===== src/rtl/uart_mmio_pkg.sv =====
// Shared definitions for the memory-mapped UART: register offsets,
// CON bit positions, FSM state encodings and the CON packing helper.
package uart_defs;

   // Byte offsets of the three registers relative to BASE_ADDR
   localparam logic [31:0] OFF_TX_DATA = 32'h0000_0000;
   localparam logic [31:0] OFF_RX_DATA = 32'h0000_0004;
   localparam logic [31:0] OFF_CON     = 32'h0000_0008;

   // Bit positions inside the CON register
   localparam int CON_TX_BUSY   = 0;
   localparam int CON_RX_VALID  = 1;
   localparam int CON_OVERRUN   = 2;
   localparam int CON_TX_DONE   = 3;
   localparam int CON_IRQ_EN    = 4;
   localparam int CON_FRAME_ERR = 5;

   typedef enum logic [1:0] {
      RX_IDLE  = 2'd0,
      RX_START = 2'd1,
      RX_DATA  = 2'd2,
      RX_STOP  = 2'd3
   } rx_state_t;

   typedef enum logic [1:0] {
      TX_IDLE  = 2'd0,
      TX_START = 2'd1,
      TX_DATA  = 2'd2,
      TX_STOP  = 2'd3
   } tx_state_t;

   // Assemble the CON read word from the individual status bits
   function automatic logic [31:0] pack_con(
      input logic frame_err,
      input logic irq_en,
      input logic tx_done,
      input logic overrun,
      input logic rx_valid,
      input logic tx_busy
   );
      logic [31:0] w;
      w = 32'h0000_0000;
      w[CON_FRAME_ERR] = frame_err;
      w[CON_IRQ_EN]    = irq_en;
      w[CON_TX_DONE]   = tx_done;
      w[CON_OVERRUN]   = overrun;
      w[CON_RX_VALID]  = rx_valid;
      w[CON_TX_BUSY]   = tx_busy;
      return w;
   endfunction

endpackage


===== src/rtl/uart_baud_gen.sv =====
// 16x-oversample tick generator: a free-running 0..DIV-1 counter that
// pulses tick for one clock per period. Shared by the RX and TX FSMs.
module uart_baud_gen #(
   parameter int DIV = 4
) (
   input  logic clk,
   input  logic reset,
   output logic tick
);
   localparam int CW = (DIV > 1) ? $clog2(DIV) : 1;
   localparam logic [CW-1:0] LAST = CW'(DIV - 1);

   logic [CW-1:0] count;

   // Wrap the counter at DIV-1 and register the tick pulse
   always_ff @(posedge clk or posedge reset) begin
      if (reset) begin
         count <= '0;
         tick  <= 1'b0;
      end else begin
         tick <= (count == LAST);
         if (count == LAST) begin
            count <= '0;
         end else begin
            count <= count + CW'(1);
         end
      end
   end

endmodule


===== src/rtl/uart_mmio.sv =====
// Memory-mapped 8N1 UART peripheral: TX_DATA / RX_DATA / CON registers,
// combinational load data, 16x-oversampled receiver, transmitter and a
// registered level interrupt.
module uart_mmio
   import uart_defs::*;
#(
   parameter int          CLK_FREQ  = 100_000_000,
   parameter int          BAUD      = 9600,
   parameter logic [31:0] BASE_ADDR = 32'h4000_0018
) (
   input  logic        clk,
   input  logic        reset,
   input  logic        rd,
   input  logic        wr,
   input  logic [31:0] addr,
   input  logic [31:0] wdata,
   output logic [31:0] rdata,
   input  logic        rx,
   output logic        tx,
   output logic        irq
);
   localparam int DIV = CLK_FREQ / (BAUD * 16);
   localparam logic [31:0] TX_ADDR  = BASE_ADDR + OFF_TX_DATA;
   localparam logic [31:0] RX_ADDR  = BASE_ADDR + OFF_RX_DATA;
   localparam logic [31:0] CON_ADDR = BASE_ADDR + OFF_CON;

   logic tick;
   logic sel_tx, sel_rx, sel_con;
   logic rd_rx, rd_con, wr_con;

   logic rx_meta, rx_s;
   rx_state_t rx_state, rx_next;
   logic [3:0] rx_cnt, rx_cnt_next;
   logic [2:0] rx_bit, rx_bit_next;
   logic [7:0] rx_shift, rx_shift_next;
   logic rx_done, rx_ferr;

   tx_state_t tx_state, tx_next;
   logic [3:0] tx_cnt, tx_cnt_next;
   logic [2:0] tx_bit, tx_bit_next;
   logic [7:0] tx_shift, tx_shift_next;
   logic tx_line_next, tx_fin, tx_busy;

   logic [7:0] rx_byte;
   logic rx_valid, overrun, frame_err, tx_done, irq_en;

   logic unused_bits;
   assign unused_bits = ^{wdata[31:8], addr[1:0]};

   uart_baud_gen #(.DIV(DIV)) u_baud (
      .clk   (clk),
      .reset (reset),
      .tick  (tick)
   );

   assign sel_tx  = (addr[31:2] == TX_ADDR[31:2]);
   assign sel_rx  = (addr[31:2] == RX_ADDR[31:2]);
   assign sel_con = (addr[31:2] == CON_ADDR[31:2]);
   assign rd_rx   = rd & sel_rx;
   assign rd_con  = rd & sel_con;
   assign wr_con  = wr & sel_con;
   assign tx_busy = (tx_state != TX_IDLE);

   // Two-flop synchronizer for the asynchronous serial input (idles high)
   always_ff @(posedge clk or posedge reset) begin
      if (reset) begin
         rx_meta <= 1'b1;
         rx_s    <= 1'b1;
      end else begin
         rx_meta <= rx;
         rx_s    <= rx_meta;
      end
   end

   // RX state register and datapath
   always_ff @(posedge clk or posedge reset) begin
      if (reset) begin
         rx_state <= RX_IDLE;
         rx_cnt   <= 4'd0;
         rx_bit   <= 3'd0;
         rx_shift <= 8'h00;
      end else begin
         rx_state <= rx_next;
         rx_cnt   <= rx_cnt_next;
         rx_bit   <= rx_bit_next;
         rx_shift <= rx_shift_next;
      end
   end

   // RX next-state: mid-bit sampling at tick 8 of the start bit, then every 16 ticks
   always_comb begin
      rx_next       = rx_state;
      rx_cnt_next   = rx_cnt;
      rx_bit_next   = rx_bit;
      rx_shift_next = rx_shift;
      rx_done       = 1'b0;
      rx_ferr       = 1'b0;
      case (rx_state)
         RX_IDLE: begin
            if (!rx_s) begin
               rx_next     = RX_START;
               rx_cnt_next = 4'd0;
            end else begin
               rx_next = RX_IDLE;
            end
         end
         RX_START: begin
            if (tick && (rx_cnt == 4'd7)) begin
               rx_cnt_next = 4'd0;
               rx_bit_next = 3'd0;
               rx_next     = rx_s ? RX_IDLE : RX_DATA;
            end else if (tick) begin
               rx_cnt_next = rx_cnt + 4'd1;
            end else begin
               rx_cnt_next = rx_cnt;
            end
         end
         RX_DATA: begin
            if (tick && (rx_cnt == 4'd15)) begin
               rx_cnt_next   = 4'd0;
               rx_shift_next = {rx_s, rx_shift[7:1]};
               if (rx_bit == 3'd7) begin
                  rx_next = RX_STOP;
               end else begin
                  rx_bit_next = rx_bit + 3'd1;
               end
            end else if (tick) begin
               rx_cnt_next = rx_cnt + 4'd1;
            end else begin
               rx_cnt_next = rx_cnt;
            end
         end
         RX_STOP: begin
            if (tick && (rx_cnt == 4'd15)) begin
               rx_cnt_next = 4'd0;
               rx_next     = RX_IDLE;
               if (rx_s) begin
                  rx_done = 1'b1;
               end else begin
                  rx_ferr = 1'b1;
               end
            end else if (tick) begin
               rx_cnt_next = rx_cnt + 4'd1;
            end else begin
               rx_cnt_next = rx_cnt;
            end
         end
         default: begin
            rx_next = RX_IDLE;
         end
      endcase
   end

   // TX state register; the async reset returns the line high immediately
   always_ff @(posedge clk or posedge reset) begin
      if (reset) begin
         tx_state <= TX_IDLE;
         tx_cnt   <= 4'd0;
         tx_bit   <= 3'd0;
         tx_shift <= 8'h00;
         tx       <= 1'b1;
      end else begin
         tx_state <= tx_next;
         tx_cnt   <= tx_cnt_next;
         tx_bit   <= tx_bit_next;
         tx_shift <= tx_shift_next;
         tx       <= tx_line_next;
      end
   end

   // TX next-state: start bit, 8 data bits LSB first, stop bit, 16 ticks each
   always_comb begin
      tx_next       = tx_state;
      tx_cnt_next   = tx_cnt;
      tx_bit_next   = tx_bit;
      tx_shift_next = tx_shift;
      tx_line_next  = tx;
      tx_fin        = 1'b0;
      case (tx_state)
         TX_IDLE: begin
            if (wr && sel_tx) begin
               tx_next       = TX_START;
               tx_cnt_next   = 4'd0;
               tx_shift_next = wdata[7:0];
               tx_line_next  = 1'b0;
            end else begin
               tx_line_next = 1'b1;
            end
         end
         TX_START: begin
            if (tick && (tx_cnt == 4'd15)) begin
               tx_next      = TX_DATA;
               tx_cnt_next  = 4'd0;
               tx_bit_next  = 3'd0;
               tx_line_next = tx_shift[0];
            end else if (tick) begin
               tx_cnt_next = tx_cnt + 4'd1;
            end else begin
               tx_cnt_next = tx_cnt;
            end
         end
         TX_DATA: begin
            if (tick && (tx_cnt == 4'd15)) begin
               tx_cnt_next = 4'd0;
               if (tx_bit == 3'd7) begin
                  tx_next      = TX_STOP;
                  tx_line_next = 1'b1;
               end else begin
                  tx_bit_next   = tx_bit + 3'd1;
                  tx_shift_next = {1'b0, tx_shift[7:1]};
                  tx_line_next  = tx_shift[1];
               end
            end else if (tick) begin
               tx_cnt_next = tx_cnt + 4'd1;
            end else begin
               tx_cnt_next = tx_cnt;
            end
         end
         TX_STOP: begin
            if (tick && (tx_cnt == 4'd15)) begin
               tx_next      = TX_IDLE;
               tx_cnt_next  = 4'd0;
               tx_line_next = 1'b1;
               tx_fin       = 1'b1;
            end else if (tick) begin
               tx_cnt_next = tx_cnt + 4'd1;
            end else begin
               tx_cnt_next = tx_cnt;
            end
         end
         default: begin
            tx_next      = TX_IDLE;
            tx_line_next = 1'b1;
         end
      endcase
   end

   // Status flags: hardware set events win over read-to-clear side effects
   always_ff @(posedge clk or posedge reset) begin
      if (reset) begin
         rx_byte   <= 8'h00;
         rx_valid  <= 1'b0;
         overrun   <= 1'b0;
         frame_err <= 1'b0;
         tx_done   <= 1'b0;
         irq_en    <= 1'b0;
         irq       <= 1'b0;
      end else begin
         if (rx_done) begin
            rx_byte  <= rx_shift;
            rx_valid <= 1'b1;
         end else if (rd_rx) begin
            rx_valid <= 1'b0;
         end else begin
            rx_valid <= rx_valid;
         end
         overrun   <= (rx_done & rx_valid & ~rd_rx) | (overrun & ~rd_con);
         frame_err <= rx_ferr | (frame_err & ~rd_con);
         tx_done   <= tx_fin | (tx_done & ~rd_con);
         if (wr_con) begin
            irq_en <= wdata[4];
         end else begin
            irq_en <= irq_en;
         end
         irq <= irq_en & (rx_valid | tx_done);
      end
   end

   // Combinational load data; zero when not reading a mapped register
   always_comb begin
      rdata = 32'h0000_0000;
      if (rd && sel_rx) begin
         rdata = {24'h00_0000, rx_byte};
      end else if (rd && sel_con) begin
         rdata = pack_con(frame_err, irq_en, tx_done, overrun, rx_valid, tx_busy);
      end else begin
         rdata = 32'h0000_0000;
      end
   end

endmodule

===== config.mk =====
export PLATFORM = sky130hd
export DESIGN_NAME = uart_mmio
export DESIGN_NICKNAME = d
export VERILOG_FILES = /design/src/rtl/uart_mmio_pkg.sv /design/src/rtl/uart_baud_gen.sv /design/src/rtl/uart_mmio.sv
export SDC_FILE = /design/constraint.sdc
export NUM_CORES = 1
export LEC_CHECK = 0
export BUFFER_PORTS_ARGS = -buffer_cell sky130_fd_sc_hd__buf_2
export CAP_MARGIN = 20
export CORE_AREA = 2 2 108 84
export CTS_CLUSTER_DIAMETER = 150
export CTS_CLUSTER_SIZE = 28
export DETAILED_ROUTE_END_ITERATION = 16
export DIE_AREA = 0 0 110 86
export PLACE_DENSITY = 0.67
export SYNTH_ARGS = -nofsm -noshare
export SYNTH_HDL_FRONTEND = slang
export SYNTH_SLANG_ARGS = --single-unit

===== constraint.sdc =====
create_clock -name clk -period 2.8 [get_ports clk]
set_clock_uncertainty 0.15 [all_clocks]
set_input_delay 0.56 -clock clk [delete_from_list [all_inputs] [get_ports clk]]
set_output_delay 0.56 -clock clk [all_outputs]
set_load 0.01 [all_outputs]

==> results.cfg <==
[clocking]
htreeDepth = 3
cts.clk_slew.worst_paths_ns = 0.07
clk_latency_ns = 0.34
cts_root_buf = clkbuf_8
cts_tree = built
cts_sinks = 62
cts_resized = 0
post_cts_buffers = 0
cts_made_buffers = 9
clock_path_buffers = 2
cts_hold_buf = 0

[routing]
wl_met3_um = 338
wl_per_cell_um = 13.2
wl_met1_um = 2940
drc = 0
vias_per_cell = 4.90
maxUsedRoutingLayer = met4
ant_nets = 0
drt-total-wl_um = 6180
wl_met2_um = 2850
drt_iter0_drc = 139
drt-pass1-iter-count = 4
via_count = 2294

[synthesis]
yosysWarnings = 0
synth_edf_count = 0
synth-simple-area-share_pct = 16.2
synthTopCellsByArea = dfrtp_1 45%, mux2_2 7.5%, buf_4 5.5%, ha_1 4.9%, mux2_1 4.1%
synth_fa_ha_area_share_pct = 4.93
synth_top_flop_cell = dfrtp_1
ys_ff_latch = 62
synthDistinctLibCells = 50
synth_area_um2 = 3300
yosysTopAreaCellShare_pct = 44.8
synth-async-reset-ratio_pct = 100
ys_seq_area_share_pct = 47.2
synth_top_area_cell = dfrtp_1
synth-compound-area-share_pct = 10.2
syn_inst = 294
synthMuxAreaShare_pct = 11.9
syn_area_per_cell_um2 = 11.2
synth_top_family_by_area = simple AND/OR/NAND/NOR gates
synth-xor-area-share_pct = 2.39

[global_route]
grt_pass1_vias = 2196
grt_usage_pct = 14.6
antenna_found_initial = 0
grt_max_degree = 63
grt_pass1_wl_um = 10500
gr-total-overflow = 0

[worst_setup_path]
crit_path_cell_trace = buf_2, nor4_2, nand4b_1, nor2_1, and3_2, a22o_1, buf_2
crit_type = primary input to output pin
arrival_ns = 1.96
cp_top_family = simple AND/OR/NAND/NOR gates
rr_worst_depth = 6
r2r_slack_ns = 0.50
worstPathMaxFanout = 5
cp-end-kind = output pin
r2r_start = tx_state[0]$_DFFE_PP0P_
startpoint_type = primary input
r2r-end = tx_state[1]$_DFFE_PP0P_
cp_slowest_cell = nor4_2
cpMostUsedCell = buf_2
slowest_delay_ns = 0.32
cp-startpoint = addr[24]
path_buf_inv = 2
crit_end = rdata[2]
critical_path_depth = 7
required_ns = 2.09

[power]
leakagePower_nw = 1.91
vdd_drop_max_mv = 0.285
powerDensity_nw_per_um2 = 496

[final_layout]
post-route-cell-area_um2 = 3850
areaGrowthSynthToFinish_pct = 16.8
final_layout_size_suffix_gt1_share_pct = 31.1
fin_nets = 437
diodes = 0
fillers = 765

[die]
core_area_um2 = 8310
fp.dieH_um = 86
die_w_um = 110
num_rows = 29
ios = 103
dieArea_um2 = 9460
start_util_pct = 39.7

[sta]
fin_crit_sh_pct = 95.4
rsz0062_at_grt = false
max_freq_mhz = 374
slew_headroom_pct = 54.4
fin_crit_ns = 2.67
fin_setup_tns_ns = 0
tightest_slew_ns = 0.680
maxSlewViolCount = 0
setup_viol = 0
report.final.hold_viol_count = 0

[worst_hold_path]
hold_class = primary input to async pin

[status]
status = complete, no violations

[place]
dpl.hpwl_um = 4560
place.gp.congestion = 0.802
io_buffers = 52
place_area_um2 = 3630

[run]
cap_violations = 0
cell usage in the layout, fill, tap and decap left out, types with 4 or more instances in the layout:
| cell type | count |
|---|---|
| mux2_1 | 12 |
| dfrtp_1 | 59 |
| nor4_2 | 5 |
| o21ai_0 | 7 |
| nor2b_1 | 4 |
| mux2_2 | 22 |
| xnor2_1 | 5 |
| buf_4 | 6 |
| nand2_1 | 21 |
| a22o_1 | 14 |
| clkbuf_8 | 10 |
| ha_1 | 13 |
| a21oi_1 | 6 |
| nor3_1 | 7 |
| inv_1 | 5 |
| xor2_1 | 4 |
| conb_1 | 24 |
| nor2_1 | 17 |
| buf_2 | 52 |
| nand3_1 | 9 |
worst min-delay path: cells and delay by family:
kind / cells / cell delay [ns]
buffers and inverters: 3 / 0.44
worst min-delay path by stage:
stage,end,slack (ns)
3_5_place_dp,rx_s$_DFF_PP1_,0.20
5_1_grt,tx_shift[4]$_DFFE_PP0P_,0.13
6_report,tx_shift[4]$_DFFE_PP0P_,0.11
2_1_floorplan,rx_s$_DFF_PP1_,0.20
3_3_place_gp,rx_s$_DFF_PP1_,0.20
4_1_cts,tx_shift[4]$_DFFE_PP0P_,0.13
power by group:
part / total [mW] / internal (mW) / leakage, nW / switching (mW)
registers: 0.953 / 0.934 / 0.816 / 0.0193
logic: 0.109 / 0.0502 / 0.980 / 0.0585
clock network: 0.850 / 0.523 / 0.110 / 0.327
total: 1.91 / 1.51 / 1.91 / 0.404
flip-flops by register name, summed over array words and instances (netlist names), 2 cells and up, named ones only:
register and flops:
rx_byte 8, u_baud.count 10, tx_bit 3, tx_shift 8, tx_state 2, rx_bit 3, rx_shift 8, tx_cnt 4
rx_cnt 4
cells in the mapped netlist, types with 3 or more instances:
library cell	n
a21oi_1	6
a22o_1	14
a32o_1	3
and2_1	3
and3_1	3
buf_4	24
clkbuf_1	8
dfrtp_1	59
dfstp_2	3
ha_1	13
inv_1	6
mux2_1	12
mux2_2	22
nand2_1	21
nand3_1	9
nor2_1	17
nor2b_1	4
nor3_1	7
nor4_2	5
o21ai_0	8
xnor2_1	5
xor2_1	4
cells by family after synthesis:
group | after synthesis
simple gates | 91
flops | 62
compound gates | 45
buf+inv | 38
mux | 35
fa+ha+maj | 13
xor+xnor | 9
other cells | 1
per-layer routing:
metal  GRT usage (%)  up-vias
met5               0        -
met3            5.70        7
met4            4.72        0
li1                -     1130
met1            20.0     1098
met2            21.0       59
area by class of cell:
| class | count | area, um^2 | share of cell area (%) |
|---|---|---|---|
| sequential | 62 | 1560 | 40.4 |
| clock inverter | 4 | 70.1 | 1.82 |
| clock buffer | 12 | 145 | 3.77 |
| timing repair buffer | 59 | 325 | 8.45 |
| tap | 108 | 135 | 3.51 |
| multi-input combinational | 217 | 1600 | 41.5 |
| inverter | 6 | 22.5 | 0.585 |
through the flow:
step	std cells	hold slack [ns]	util, %	setup WS (ns)	power [mW]
floorplan	317	0.195	-	0.419	1.05
global placement	452	0.200	43.7	0.0978	1.08
detailed placement	452	0.202	43.7	0.0815	1.08
CTS	468	0.135	46.3	0.0815	1.94
global route	468	0.125	46.3	0.0175	2.00
finish	468	0.115	46.3	0.129	1.91
Power figures use the tool's default switching activity.
